$ cat src/rtl/prefetch_pkg.sv
// Shared types and constants for the instruction prefetch queue.
package prefetch_pkg;

    // One buffered instruction word together with its bus error flag.
    typedef struct packed {
        logic [31:0] data;
        logic        err;
    } fetch_entry_t;

    localparam int unsigned PF_DEFAULT_DEPTH           = 4;
    localparam int unsigned PF_DEFAULT_MAX_OUTSTANDING = 2;

    // Fetch addresses are always word aligned.
    localparam logic [31:0] PF_WORD_MASK = 32'hFFFF_FFFC;

    function automatic logic [31:0] pf_align(input logic [31:0] addr);
        return addr & PF_WORD_MASK;
    endfunction

endpackage

$ cat src/rtl/prefetch_fifo.sv
// Instruction word FIFO: power-of-two depth, single-cycle flush, occupancy count.
module prefetch_fifo
    import prefetch_pkg::*;
#(
    parameter int unsigned DEPTH = PF_DEFAULT_DEPTH
) (
    input  logic                         clk,
    input  logic                         rst_n,
    input  logic                         flush_i,
    input  logic                         wr_en_i,
    input  fetch_entry_t                 wr_data_i,
    input  logic                         rd_en_i,
    output fetch_entry_t                 rd_data_o,
    output logic                         empty_o,
    output logic [$clog2(DEPTH+1)-1:0]   count_o
);

    localparam int unsigned AW = $clog2(DEPTH);
    localparam int unsigned CW = $clog2(DEPTH+1);

    fetch_entry_t  mem_q [DEPTH];
    fetch_entry_t  mem_d [DEPTH];
    logic [AW-1:0] wptr_q, wptr_d;
    logic [AW-1:0] rptr_q, rptr_d;
    logic [CW-1:0] count_q, count_d;

    // Next-state: flush wins; otherwise write at tail, read at head.
    always_comb begin
        mem_d   = mem_q;
        wptr_d  = wptr_q;
        rptr_d  = rptr_q;
        count_d = count_q;
        if (flush_i) begin
            wptr_d  = '0;
            rptr_d  = '0;
            count_d = '0;
        end else begin
            if (wr_en_i) begin
                mem_d[wptr_q] = wr_data_i;
                wptr_d        = wptr_q + 1'b1;
            end
            if (rd_en_i) begin
                rptr_d = rptr_q + 1'b1;
            end
            case ({wr_en_i, rd_en_i})
                2'b10:   count_d = count_q + 1'b1;
                2'b01:   count_d = count_q - 1'b1;
                default: ;
            endcase
        end
    end

    // State registers; reset empties the FIFO and clears stale contents.
    always_ff @(posedge clk or negedge rst_n) begin
        if (!rst_n) begin
            for (int i = 0; i < DEPTH; i++) mem_q[i] <= '0;
            wptr_q  <= '0;
            rptr_q  <= '0;
            count_q <= '0;
        end else begin
            mem_q   <= mem_d;
            wptr_q  <= wptr_d;
            rptr_q  <= rptr_d;
            count_q <= count_d;
        end
    end

    assign rd_data_o = mem_q[rptr_q];
    assign empty_o   = (count_q == '0);
    assign count_o   = count_q;

endmodule

$ cat src/rtl/prefetch_queue.sv
// Instruction prefetch queue: issues word fetches on a req/gnt/rvalid bus,
// buffers responses in order, and handles branch redirects by flushing and
// discarding in-flight responses. Hardware-loop redirect (hwlp_jump_i) is
// only present when PREFETCH_HWLP_EN is defined.
module prefetch_queue
    import prefetch_pkg::*;
#(
    parameter int unsigned DEPTH           = PF_DEFAULT_DEPTH,
    parameter int unsigned MAX_OUTSTANDING = PF_DEFAULT_MAX_OUTSTANDING
) (
    input  logic        clk,
    input  logic        rst_n,
    input  logic        req_i,
    input  logic        branch_i,
    input  logic [31:0] branch_addr_i,
    input  logic        fetch_ready_i,
    output logic        fetch_valid_o,
    output logic [31:0] fetch_rdata_o,
    output logic        fetch_err_o,
    output logic        instr_req_o,
    input  logic        instr_gnt_i,
    output logic [31:0] instr_addr_o,
    input  logic [31:0] instr_rdata_i,
    input  logic        instr_rvalid_i,
    input  logic        instr_err_i,
    output logic        busy_o,
    input  logic        hwlp_jump_i,
    input  logic [31:0] hwlp_target_i
);

    localparam int unsigned CW = $clog2(DEPTH+1);
    // Outstanding/discard counts can reach MAX_OUTSTANDING+1 <= DEPTH+1.
    localparam int unsigned OW = $clog2(DEPTH+2);

    logic [31:0]   addr_q, addr_d;
    logic [31:0]   pend_addr_q, pend_addr_d;
    logic          pend_q, pend_d;
    logic          held_q, held_d;
    logic          booted_q, booted_d;
    logic [OW-1:0] outst_q, outst_d;
    logic [OW-1:0] discard_q, discard_d;

    logic          redirect;
    logic [31:0]   redirect_addr;
    logic          new_req;
    logic          gnt_fire;
    logic          drop;
    logic          wr_en;
    logic          consume;
    logic          fifo_empty;
    logic [CW-1:0] fifo_count;
    fetch_entry_t  head;
    fetch_entry_t  wr_entry;

`ifdef PREFETCH_HWLP_EN
    // Hardware-loop jump redirects after the current handshake; branch wins.
    assign redirect      = branch_i | hwlp_jump_i;
    assign redirect_addr = pf_align(branch_i ? branch_addr_i : hwlp_target_i);
`else
    assign redirect      = branch_i;
    assign redirect_addr = pf_align(branch_addr_i);
    logic unused_hwlp;
    assign unused_hwlp   = ^{hwlp_jump_i, hwlp_target_i};
`endif

    // A fresh request needs a boot address, bus credit and guaranteed FIFO room;
    // it is never raised in a redirect cycle. A held request stays up until granted.
    assign new_req = req_i & booted_q & ~redirect
                   & (32'(outst_q) < MAX_OUTSTANDING)
                   & ((32'(fifo_count) + 32'(outst_q)) < DEPTH);
    assign instr_req_o  = held_q | new_req;
    assign instr_addr_o = addr_q;
    assign gnt_fire     = instr_req_o & instr_gnt_i;

    // Responses from before a redirect (or during it) never reach the FIFO.
    assign drop     = redirect | (discard_q != '0);
    assign wr_en    = instr_rvalid_i & ~drop;
    assign wr_entry = '{data: instr_rdata_i, err: instr_err_i};

    assign fetch_valid_o = ~fifo_empty & ~branch_i;
    assign consume       = fetch_valid_o & fetch_ready_i;
    assign fetch_rdata_o = head.data;
    assign fetch_err_o   = head.err & ~fifo_empty;
    assign busy_o        = instr_req_o | (outst_q != '0);

    // Next-state for address, held request, credits and discard bookkeeping.
    always_comb begin
        addr_d      = addr_q;
        pend_addr_d = pend_addr_q;
        pend_d      = pend_q;
        booted_d    = booted_q;
        discard_d   = discard_q;
        held_d      = instr_req_o & ~instr_gnt_i;
        outst_d     = outst_q;

        case ({gnt_fire, instr_rvalid_i})
            2'b10:   outst_d = outst_q + 1'b1;
            2'b01:   outst_d = outst_q - 1'b1;
            default: ;
        endcase

        if (redirect) begin
            booted_d  = 1'b1;
            // Everything in flight is stale, including a held request that
            // will be (or is now being) granted; a response this cycle is dropped.
            discard_d = outst_q + OW'(held_q) - OW'(instr_rvalid_i);
            if (held_q && !instr_gnt_i) begin
                // Held address must stay stable; park the target until the grant.
                pend_d      = 1'b1;
                pend_addr_d = redirect_addr;
            end else begin
                pend_d = 1'b0;
                addr_d = redirect_addr;
            end
        end else begin
            if (instr_rvalid_i && (discard_q != '0)) begin
                discard_d = discard_q - 1'b1;
            end
            if (gnt_fire) begin
                if (pend_q) begin
                    addr_d = pend_addr_q;
                    pend_d = 1'b0;
                end else begin
                    addr_d = addr_q + 32'd4;
                end
            end
        end
    end

    // Control registers; reset abandons all in-flight transactions.
    always_ff @(posedge clk or negedge rst_n) begin
        if (!rst_n) begin
            addr_q      <= '0;
            pend_addr_q <= '0;
            pend_q      <= 1'b0;
            held_q      <= 1'b0;
            booted_q    <= 1'b0;
            outst_q     <= '0;
            discard_q   <= '0;
        end else begin
            addr_q      <= addr_d;
            pend_addr_q <= pend_addr_d;
            pend_q      <= pend_d;
            held_q      <= held_d;
            booted_q    <= booted_d;
            outst_q     <= outst_d;
            discard_q   <= discard_d;
        end
    end

    prefetch_fifo #(.DEPTH(DEPTH)) u_fifo (
        .clk       (clk),
        .rst_n     (rst_n),
        .flush_i   (redirect),
        .wr_en_i   (wr_en),
        .wr_data_i (wr_entry),
        .rd_en_i   (consume),
        .rd_data_o (head),
        .empty_o   (fifo_empty),
        .count_o   (fifo_count)
    );

endmodule

$ cat config.mk
export PLATFORM = sky130hd
export DESIGN_NAME = prefetch_queue
export DESIGN_NICKNAME = d
export VERILOG_FILES = /design/src/rtl/prefetch_pkg.sv /design/src/rtl/prefetch_fifo.sv /design/src/rtl/prefetch_queue.sv
export SDC_FILE = /design/constraint.sdc
export NUM_CORES = 1
export LEC_CHECK = 0
export BUFFER_PORTS_ARGS = -buffer_cell sky130_fd_sc_hd__buf_2
export CAP_MARGIN = 20
export CORE_MARGIN = 3
export CORE_UTILIZATION = 45
export CTS_CLUSTER_SIZE = 40
export DETAILED_ROUTE_END_ITERATION = 8
export PLACE_DENSITY = 0.66
export SLEW_MARGIN = 5
export SYNTH_ARGS = -nofsm -noshare
export SYNTH_HDL_FRONTEND = slang
export SYNTH_SLANG_ARGS = --single-unit
$ cat constraint.sdc
create_clock -name clk -period 2.6 [get_ports clk]
set_input_delay 0.52 -clock clk [delete_from_list [all_inputs] [get_ports clk]]
set_output_delay 0.52 -clock clk [all_outputs]
set_load 0.05 [all_outputs]
======== After elaboration in Yosys (flattened, before gate mapping) ========
Cells that the tools add are included.
cells by class
  multiplexer cells ....................... 22
  shift-type cells ........................ 0
  add/sub/neg operators ................... 11
  div/mod/pow operators ................... 0
  reduce and logical (&&, ||, !) cells .... 16
  bitwise operators ....................... 19
  magnitude comparators ................... 5
  $mul .................................... 0
  equality and inequality tests ........... 5
operators with widths
  operator                 number
  $bwmux W132              1
  $mux W32                 4
  $mux W33                 3
  $bmux W33 S2             1
  $demux W33 S2            1
  $add A32 B3 Y32 const B  1
  $pmux W3 S2              2
  $and A1 B1 Y1            10
  $reduce_bool A2 Y1       5
  $mux W3                  3
  $reduce_bool A3 Y1       3
  $sub A3 B1 Y3 const B    3
  $mux W2                  4
  $add A3 B1 Y3 const B    2
  $ge A3 B3 Y1 const B     2
  $not A2 Y3               2
  $reduce_and A2 Y1        3
  $add A2 B1 Y2 const B    2
  $add A3 B3 Y4            1
  $eq A2 B1 Y1 const B     2
  $eq A2 B2 Y1 const B     2
  $lt A4 B3 Y1 const B     1
  $not A1 Y1               4
  $add A3 B1 Y3            1
  9 further kinds          15
storage, ports and cells
  memory bits (writable) .................. 0
  output and inout bits ................... 68
  ROM bits ................................ 0
  bits in registers ....................... 210
  bits of input ports ..................... 105
  word-level logic and storage cells ...... 96
  memories ................................ 0
  latch bits .............................. 0

======== Logic depth before layout (Yosys ltp) ========
  word-level depth ........................ 8
  mapped depth ............................ 12
  depth with buffers taken out ............ 12

======== Hierarchy ========
From an unflattened synthesis, not the netlist that was laid out.
second synthesis, totals
  cell total of the unflattened synthesis .. 780
  area total of the unflattened synthesis .. 10840.4 um^2
modules (own cells, without submodules)
  module          cells an instance  times used  area each (um^2)
  prefetch_fifo   360                1           6800.3
  prefetch_queue  420                1           4040.1

======== Worst setup path before layout ========
OpenSTA, ideal clock, no wires.
  path type ............................... register -> register
  start point ............................. register u_fifo.count_q[1] (netlist: u_fifo.count_o[1])
  end point ............................... register outst_q[2]
  data required time ...................... 2478 ps
  cell stages (with the launch flop) ...... 12
  path buffers ............................ 0
  setup slack ............................. -422 ps
  data arrival time ....................... 2899 ps
  cells stage by stage .................... dfrtp_1 -> ha_1 -> a311oi_2 -> nand2_1 -> o21bai_1 -> nand2_1 -> ha_1 -> inv_1 -> fa_1 -> xor2_1 -> nor2_1 -> xnor2_1
on the way
  longest elaborated chain between the ends .. 7
  elaborated cells on any way between the ends .. 9
RTL lines
  item                                               RTL line               text
  start: declaration                                 prefetch_fifo.sv:25    logic [CW-1:0] count_q, count_d;
  start signal: assignment                           prefetch_fifo.sv:64    count_q <= count_d;
  $add A3 B3 Y4 (*)                                  prefetch_queue.sv:70   & ((32'(fifo_count) + 32'(outst_q)) < DEPTH);
  $lt A4 B3 Y1 (*)                                   prefetch_queue.sv:70
  $and A1 B1 Y1 (*)                                  prefetch_queue.sv:70
  $or A1 B1 Y1 (*)                                   prefetch_queue.sv:71   assign instr_req_o = held_q | new_req;
  named net instr_req_o                              prefetch_queue.sv:20   output logic instr_req_o,
  $and A1 B1 Y1 (*)                                  prefetch_queue.sv:73   assign gnt_fire = instr_req_o & instr_gnt_i;
  $eq A2 B1 Y1 or $eq A2 B2 Y1 (tied branches)       prefetch_queue.sv:96   case ({gnt_fire, instr_rvalid_i})
  $pmux W3 S2 or $reduce_bool A2 Y1 (tied branches)  --
  end signal: assignment                             prefetch_queue.sv:146  outst_q <= outst_d;
  end: declaration                                   prefetch_queue.sv:40   logic [OW-1:0] outst_q, outst_d;
The timed path passes the listed nets; every way through them passes the cells marked *.
A chain may end at the register's enable or synchronous reset.

======== Final worst setup path ========
  start point ............................. register outst_q[1]
  end point ............................... output port busy_o
on the way
  longest elaborated chain between the ends .. 5
  elaborated cells on any way between the ends .. 8
RTL lines
  item                                           RTL line                                    text
  $add A3 B3 Y4 or $lt A3 B2 Y1 (tied branches)  prefetch_queue.sv:70, prefetch_queue.sv:69
  $lt A4 B3 Y1 or $and A1 B1 Y1 (tied branches)  prefetch_queue.sv:70, prefetch_queue.sv:69
  $and A1 B1 Y1                                  prefetch_queue.sv:70
  $or A1 B1 Y1                                   prefetch_queue.sv:71
  $or A1 B1 Y1 (*)                               prefetch_queue.sv:84                        assign busy_o = instr_req_o | (outst_q != '0);
  end: declaration                               prefetch_queue.sv:26                        output logic busy_o,
Mark *: on every way between the ends. The rest lies on a longest branch, timed or not.

==> metrics <==
outcome finished, violations left; violated checks negative setup slack; routability-driven placement congestion ratio 0.820; area leader, netlist sky130_fd_sc_hd__dfrtp_1; Max stage delay cell, worst path sky130_fd_sc_hd__or4_4; slew of the pin with the lowest slew margin 0.609 ns; ys flop type sky130_fd_sc_hd__dfrtp_1; number of max-slew violations in the final report 0; cells after synthesis 786; startpoint of the lowest-slack hold path branch_addr_i[9]; IO Count 173; drt drc 0; Worst EP required 2.08 ns; r2r endpoint outst_q[2]$_DFFE_PN0P_; final cycle utilization of the critical path 105%; RSZ-0062 raised after global routing true; tightest hold margin 0.254 ns; layout cell share with drive strength beyond 1 43.7%; count of endpoints failing setup in the final report 2; buffer levels on the longest clock path 3; Clk pin slew, worst setup/hold paths 0.06 ns; post-synthesis sequential element count 208; Critical Path Max Stage Delay 0.42 ns; final worst setup slack -0.119 ns; global-route total usage across every layer 18.9%; count of synthesis-stage warnings from yosys 0; peak ir drop on the vdd network 0.689 mV; die area 24,400 µm²; count of flip-flops with a built-in enable after synthesis 0; Max-slew headroom 59.0%; worst reg2reg path depth 12; Synth cell types 69; Starting Density 46.2%; H-tree levels 1; antenna violations before repair 2; start point of the critical path outst_q[1]$_DFFE_PN0P_; aggregate global routing overflow 0; IO buf count 135; top-area cell type share of the netlist area 51.3%; launching element type of the critical path flop; Setup crit end busy_o; Row Count 54; mean number of vias per cell 5.58; HPWL after DPL 14,900 µm; combined flip-flop and latch cell area 5210 µm²; final wirelength 23,000 µm; fmax 368 MHz; floorplan die height 156 µm; Layout fillers 1,847; core outline area 22,000 µm²; CTS tree yes; footprint of the multi-input gates 4620 µm²; synthesized cell area 10,100 µm²; P&R area growth vs syn 18.9%; power density normalized to cell area 1110 nW/µm²; clock latency of the later-clocked register in the worst-skew pair 0.53 ns; biggest fanout along the worst timing path 4; x dimension of the die 156 µm; Cells after DPL 1,178; cell types occupying the most area after synthesis sky130_fd_sc_hd__dfrtp_1, sky130_fd_sc_hd__mux2_2, sky130_fd_sc_hd__mux4_2, sky130_fd_sc_hd__o21ai_0, sky130_fd_sc_hd__ha_1; pin count of the biggest net entering global routing 63; type of destination of the critical path primary output; nets@finish 1,047; first-pass GRT wire length 37,300 µm; number of clock buffers inserted by TritonCTS 24; Post-Syn Area per Cell 12.9 µm²; root buffer selected by CTS sky130_fd_sc_hd__clkbuf_16; Final Hold Viols 0; clock period minus worst slack 2.72 ns; ordered list of cells on the worst path buf_4 -> ha_1 -> a311oi_2 -> nand2_2 -> o21bai_4 -> or4_4 -> buf_6; antenna violation net count after detailed routing 0; leakage power summed over all cells 0.00574 µW; antenna diode count 0; total of max-cap violations 0; maximum clock skew at final layout 0.0204 ns; drt wl/cell 18.8 µm; slack of the worst reg-to-reg path 0.22 ns; routed via count 6,824; sequential-to-total area share from yosys stat 51.3%; kind of path behind the tightest hold check in2reg; worst path arrival time 2.20 ns; Initial DRT Pass Iterations 4; reg-to-reg startpoint outst_q[1]$_DFFE_PN0P_; Post-synth ARST share 100%; via count of the first global-routing pass 7,042; Initial DRC Count 354; sink count of the clock tree 208; non-filler instance count after layout 1,222; Critical Setup Path Class reg2out
-- report_power, final --
group          internal (µW)  total [µW]  leakage [µW]  switching, µW
Sequential              4130        4780       0.00273            654
Combinational           2000        5270       0.00262           3270
Clock                   1990        3350      0.000388           1360
-- final cells by class --
type	instances	area share [%]
Tap cell	280	2.91
Sequential cell	208	43.2
Clock inverter	9	1.03
Inverter	25	0.778
Clock buffer	33	5.51
Timing Repair Buffer	161	8.23
Multi-Input combinational cell	506	38.4
-- repair_timing --
item / in CTS / in global routing
buffers inserted: 1 / 0
setup endpoints to repair: 2 / 3
pin swaps: 1 / 1
resized for setup: 3 / 3
hold buffers: 1 / 0
hold endpoints to repair: 43 / 0
-- cell families (layout without fill, tap and decap cells) --
family | Yosys count | in the layout | share of synthesized area [%]
DFF | 208 | 208 | 51.3
other | 1 | 2 | 0.0370
buffers and inverters | 73 | 228 | 3.29
adders and majority gates | 16 | 16 | 2.20
AOI/OAI and AO/OA | 120 | 120 | 7.63
and+or+nand+nor | 138 | 138 | 7.08
muxes | 204 | 204 | 26.2
xor gates and xnor gates | 26 | 26 | 2.25
-- flip-flops by register name (all words and copies together) (netlist names) --
name            count
u_fifo.rptr_q       2
outst_q             3
pend_q              1
booted_q            1
held_q              1
instr_addr_o       30
u_fifo.count_o      3
pend_addr_q        30
discard_q           3
u_fifo.wptr_q       2
u_fifo.mem_q      132
-- placed cells by master (no fill, tap or decap), types with 5 or more instances in the layout --
| cell type | synthesis | layout |
|---|---|---|
| sky130_fd_sc_hd__clkbuf_16 | 0 | 24 |
| sky130_fd_sc_hd__o31ai_1 | 6 | 6 |
| sky130_fd_sc_hd__buf_12 | 0 | 8 |
| sky130_fd_sc_hd__o31a_1 | 5 | 5 |
| sky130_fd_sc_hd__dfrtp_1 | 208 | 207 |
| sky130_fd_sc_hd__mux2_2 | 161 | 161 |
| sky130_fd_sc_hd__xnor2_1 | 16 | 16 |
| sky130_fd_sc_hd__buf_4 | 2 | 16 |
| sky130_fd_sc_hd__xor2_1 | 10 | 10 |
| sky130_fd_sc_hd__buf_2 | 25 | 133 |
| sky130_fd_sc_hd__clkinv_2 | 0 | 5 |
| sky130_fd_sc_hd__nor3_1 | 7 | 7 |
| sky130_fd_sc_hd__mux4_2 | 33 | 33 |
| sky130_fd_sc_hd__mux2i_1 | 10 | 10 |
| sky130_fd_sc_hd__a21o_1 | 5 | 5 |
| sky130_fd_sc_hd__nand2_1 | 29 | 28 |
| sky130_fd_sc_hd__a22oi_1 | 8 | 8 |
| sky130_fd_sc_hd__ha_1 | 13 | 13 |
| sky130_fd_sc_hd__clkbuf_1 | 12 | 6 |
| sky130_fd_sc_hd__and3_1 | 7 | 7 |
| sky130_fd_sc_hd__inv_1 | 25 | 25 |
| sky130_fd_sc_hd__nand4_1 | 11 | 11 |
| sky130_fd_sc_hd__nand3_1 | 16 | 16 |
| sky130_fd_sc_hd__a21oi_1 | 32 | 32 |
| sky130_fd_sc_hd__nor2_1 | 38 | 38 |
| sky130_fd_sc_hd__o21ai_0 | 36 | 36 |
-- synthesized netlist by cell type (all sizes together), types with 10 or more instances --
library cell and instances:
a21oi 32, buf 34, clkbuf 14, dfrtp 208, ha 13, inv 25, mux2 161, mux2i 10
mux4 33, nand2 30, nand3 16, nand4 13, nor2 38, o21ai 37, xnor2 16, xor2 10
-- worst max-delay path, delay by kind of cell, from the launching register on --
family,cells,cell delay (ns)
buf+inv,2,0.33
flops,1,0.38
compound gates,2,0.17
fa+ha+maj,1,0.28
simple gates,2,0.52
-- worst min path at each step --
stage                                              to  slack [ns]  cells past startpoint
after detailed placement         booted_q$_DFFE_PN0P_        0.45                      1
after global placement           booted_q$_DFFE_PN0P_        0.45                      1
after global routing       pend_addr_q[3]$_DFFE_PN0P_        0.24                      2
after floorplan                  booted_q$_DFFE_PN0P_        0.22                      0
after CTS                 pend_addr_q[14]$_DFFE_PN0P_        0.24                      2
final                      pend_addr_q[9]$_DFFE_PN0P_        0.25                      2
-- through the flow --
stage	TNS, ns	power (µW)	area, µm²	setup slack, ns	utilization (%)
3_5_place_dp	0	10100	11200	0.149	51.2
6_report	-0.191	13400	12100	-0.119	54.9
3_3_place_gp	0	9970	11200	0.208	51.2
5_1_grt	-0.397	14100	12100	-0.208	54.9
2_1_floorplan	0	8800	10200	0.0732	-
4_1_cts	-0.266	13500	12000	-0.162	54.9
-- routing by layer --
layer | share of wire, % | GRT usage, % | wire (µm)
met1 | 43 | 24.1 | 9840
met4 | 2.0 | 4.38 | 458
met2 | 48 | 32.8 | 11100
met3 | 6.8 | 4.58 | 1560
met5 | 0.091 | 0 | 21
No activity file was read; power rests on OpenSTA's default activity.
